<file path="src/rtl/shifter_left_seq.sv">
// Sequential left shifter: IDLE -> SHIFT -> DONE, one bit per cycle (four with SHL_STEP4_EN).
// o_done lands in cycle count_cycles+1 after the start; starts are ignored while busy.
module shifter_left_seq #(
  parameter  int WIDTH = 32,
  localparam int SHW   = $clog2(WIDTH)
) (
  input  logic             i_clk,
  input  logic             i_rst,
  input  logic             i_start,
  input  logic [WIDTH-1:0] i_a,
  input  logic [SHW-1:0]   i_shamt,
  output logic             o_busy,
  output logic             o_done,
  output logic [WIDTH-1:0] o_result
);

  typedef enum logic [1:0] {
    ST_IDLE  = 2'd0,
    ST_SHIFT = 2'd1,
    ST_DONE  = 2'd2
  } state_t;

  state_t           state_q, state_d;
  logic [WIDTH-1:0] data_q,  data_d;
  logic [SHW-1:0]   count_q, count_d;

`ifdef SHL_STEP4_EN
  logic [SHW-1:0] step;
  assign step = (count_q > SHW'(4)) ? SHW'(4) : count_q;
`endif

  always_ff @(posedge i_clk) begin
    if (i_rst) begin
      state_q <= ST_IDLE;
      data_q  <= '0;
      count_q <= '0;
    end else begin
      state_q <= state_d;
      data_q  <= data_d;
      count_q <= count_d;
    end
  end

  always_comb begin
    state_d = state_q;
    data_d  = data_q;
    count_d = count_q;
    unique case (state_q)
      ST_IDLE: begin
        if (i_start) begin
          data_d  = i_a;
          count_d = i_shamt;
          state_d = (i_shamt == '0) ? ST_DONE : ST_SHIFT;
        end
      end
      ST_SHIFT: begin
`ifdef SHL_STEP4_EN
        data_d  = data_q << step;
        count_d = count_q - step;
        if (count_q == step) state_d = ST_DONE;
`else
        data_d  = {data_q[WIDTH-2:0], 1'b0};
        count_d = count_q - SHW'(1);
        if (count_q == SHW'(1)) state_d = ST_DONE;
`endif
      end
      ST_DONE: state_d = ST_IDLE;
      default: state_d = ST_IDLE;
    endcase
  end

  assign o_busy   = (state_q != ST_IDLE);
  // Reset landing on the DONE cycle suppresses the pulse so an aborted op never reports.
  assign o_done   = (state_q == ST_DONE) && !i_rst;
  assign o_result = data_q;

endmodule

</file>
<file path="config.mk">
export PLATFORM = sky130hd
export DESIGN_NAME = shifter_left_seq
export DESIGN_NICKNAME = d
export VERILOG_FILES = /design/src/rtl/shifter_left_seq.sv
export SDC_FILE = /design/constraint.sdc
export NUM_CORES = 1
export LEC_CHECK = 0
export BUFFER_PORTS_ARGS = -buffer_cell sky130_fd_sc_hd__buf_2
export CAP_MARGIN = 15
export CORE_MARGIN = 10
export CORE_UTILIZATION = 54
export CTS_BUF_LIST = sky130_fd_sc_hd__clkbuf_4
export DETAILED_ROUTE_END_ITERATION = 10
export HOLD_SLACK_MARGIN = 0.06
export PLACE_DENSITY = 0.87
export SETUP_SLACK_MARGIN = 0.3
export SLEW_MARGIN = 20
export SYNTH_ARGS = -nofsm -noshare
export SYNTH_HDL_FRONTEND = slang
export SYNTH_SLANG_ARGS = --single-unit
</file>
<file path="constraint.sdc">
create_clock -name i_clk -period 2.46 [get_ports i_clk]
set_input_delay 0.123 -clock i_clk [delete_from_list [all_inputs] [get_ports i_clk]]
set_output_delay 0.123 -clock i_clk [all_outputs]
set_load 0.05 [all_outputs]
</file>
==> flow_summary.yaml <==
power:
  p_int_uw: 1155
  p_leak_uw: 0.001181
  power_frac_comb: 0.362
  switching_share: 0.3915
  peakVddDrop_mv: 0.4814
  power.switching_uw: 742.9
  cellPowerDensity_mw_per_mm2: 730.2
  pwr-share-seq: 0.409
  p_clk_frac: 0.228
status:
  status: "completed"
setup_path:
  critPathLaunch: "state_q[0]$_SDFFE_PP0P_"
  cp_top_family: "compound AO/OA/AOI/OAI gates"
  crit_type: "register to register"
  worstPathRequired_ns: 2.72
  crit_arrival_ns: 2.08
  endpoint_kind: "register"
  cp_num_buf_inv: 1
  path_max_fanout: 51
  critPathMaxStageDelay_ns: 0.58
  cp_slowest_cell: "dfxtp_1"
  start_kind: "register"
  cp_num_cells: 4
  r2r_cells: 4
  reg2reg_slack_ns: 0.64
  r2r_start: "state_q[0]$_SDFFE_PP0P_"
  cp_cell_sequence: "o21ba_2 > buf_12 > nor2_1 > a311oi_1"
yosys:
  synth_top_family_by_area: "simple AND/OR/NAND/NOR gates"
  synth_ff_type: "dfxtp_1"
  synthCells: 235
  synth_simple_gate_area_frac: 0.2526
  async_flop_share: 0
  yosysMostFrequentCell: "nand2_1"
  avgSynthCellArea_um2: 8.157
  yosysWarnings: 0
  synth_seq_cells: 39
  syn-num-nets: 277
  ys_types: 30
  yosysTopAreaCell: "dfxtp_1"
  synthTopCellsByArea: "dfxtp_1 41%, nand2_1 13%, a311oi_1 9.6%"
  netlist.area_leader.share: 0.4073
  synth_edf_count: 0
  synthAdderAreaFrac: 0.01305
  synthMuxAreaShare: 0
  ys_seq_area_frac: 0.4073
  yosys.area_share.xor_xnor: 0.004569
  synth_compound_area_frac: 0.2356
  ys_top_cells_by_count: "65 x nand2_1, 39 x dfxtp_1, 38 x nor2_1"
  netlist_area_mm2: 0.001917
place:
  place.gp.congestion: 0.7946
  dp_hpwl_um: 3604
  port_buffers: 73
cts:
  cts_hold_buf: 27
  clk_latency_ns: 0.36
  cts_buffers: 5
  cts_buffer_depth: 2
  clock_sinks: 39
  h-tree-depth: 2
  postCtsSetupBuffers: 0
  cts_tree: "built"
  clk_pin_slew_ns: 0.12
  clockRootBuffer: "clkbuf_4"
  ctsResizeCount: 0
min_path:
  holdPathStages: 3
  min_path_type: "primary input to register"
  hold_start: "i_a[27]"
die:
  start_util: 0.5655
  die_w_um: 79.58
  rows: 21
  io_pins: 74
  die_y_um: 79.58
  dieArea_mm2: 0.006333
  core-area_mm2: 0.003390
detailed_routing:
  antenna_left: 0
  drtPass1Iterations: 4
  num_vias: 1978
  viasPerCell: 5.303
  drc_errors: 0
  wire_per_inst_um: 14.44
  wl_um: 5386
  drtIter0Drc: 148
sta:
  fin_hold_ws_ns: 0.05631
  min_period_ns: 1.821
  finalHoldViolCount: 0
  rsz0062_at_grt: "false"
  tightest_slew_ns: 0.5458
  max_slew_margin: 0.6362
  worst_clock_skew_ns: 0.009681
  post-route-period-util: 0.7402
  drv_slew: 0
  fmax_ghz: 0.5492
  finalSetupTns_ns: 0
  setup_viol: 0
global_route:
  grt_usage: 0.1724
  grt_pass1_vias: 1841
  antenna_found_initial: 0
  grt_overflow: 0
  grt_max_degree: 52
  grt_pass1_wl_um: 9025
job:
  cap_violations: 0
final_layout:
  synthToLayoutAreaGrowth_pct: 35.57
  nNetsFinal: 368
  drive_gt1_frac: 0.3006
[state kept, by name, indices dropped and copies added, names as in the netlist]
name	flops
count_q	5
o_result	32
state_q	2
[layout by cell type, fill, tap and decap left out, types with 2 or more instances in the layout]
| cell type | instances |
|---|---|
| a311oi_1 | 21 |
| nor2_1 | 38 |
| a21oi_1 | 10 |
| buf_2 | 73 |
| o21ai_0 | 3 |
| nor3b_1 | 2 |
| and2b_1 | 2 |
| a311oi_2 | 10 |
| nand2b_1 | 3 |
| dlygate4sd3_1 | 27 |
| nand2_1 | 65 |
| clkbuf_4 | 6 |
| buf_4 | 3 |
| buf_12 | 2 |
| dfxtp_1 | 39 |
| nor3_1 | 3 |
| inv_1 | 4 |
| ha_1 | 2 |
[through the flow]
stage	instances	util	power (uW)	area [um2]	worst slack, ns
final	373	0.7667	1898	2599	0.6392
after detailed placement	338	0.6641	1442	2251	0.6680
after CTS	372	0.7660	1892	2596	0.6494
after global placement	338	0.6641	1428	2251	0.7776
after global routing	372	0.7660	1993	2596	0.4218
after floorplan	235	-	1306	1917	0.6969
[final cells by class]
| cell class | count | area (um2) |
|---|---|---|
| timing repair buffer | 105 | 698.2 |
| fill | 238 | 790.8 |
| clock inverter | 1 | 30.03 |
| tap | 46 | 57.56 |
| clock buffer | 6 | 45.04 |
| antenna | 1 | 2.502 |
| sequential | 39 | 780.7 |
| inverter | 4 | 15.01 |
| multi-input combinational | 171 | 969.7 |
[kinds of logic (layout without fill, tap and decap cells)]
group / Yosys count / in the layout
AOI/OAI and AO/OA: 50 / 50
adders and majority gates: 2 / 2
other: 0 / 1
DFF: 39 / 39
and+or+nand+nor: 118 / 118
buffers and inverters: 25 / 116
xor gates and xnor gates: 1 / 1
[path summary, 6_finish.rpt]
| kind | end |
|---|---|
| max | o_result[4]$_SDFFE_PP0P_ |
| min | o_result[27]$_SDFFE_PP0P_ |
| max reg2reg | o_result[4]$_SDFFE_PP0P_ |
| min reg2reg | o_result[31]$_SDFFE_PP0P_ |
[worst min-delay path: stages]
cell and delay [ns]:
buf_2 0.10, nand2_1 0.06, a311oi_2 0.10
[power groups by stage]
stage	Sequential [uW]	Clock, uW	Combinational (uW)
6_report	777	433	688
5_1_grt	788	461	745
4_1_cts	775	430	687
3_5_place_dp	789	0	653
3_3_place_gp	786	0	642
2_1_floorplan	1000	0	305
[per-layer routing]
layer,GRT usage,wire (um),vias to the layer above
li1,-,-,999
met3,0.06982,453,8
met5,0,0,-
met4,0.05735,70,0
met1,0.2105,2300,898
met2,0.2678,2562,73
(Power assumes the default switching activity.)
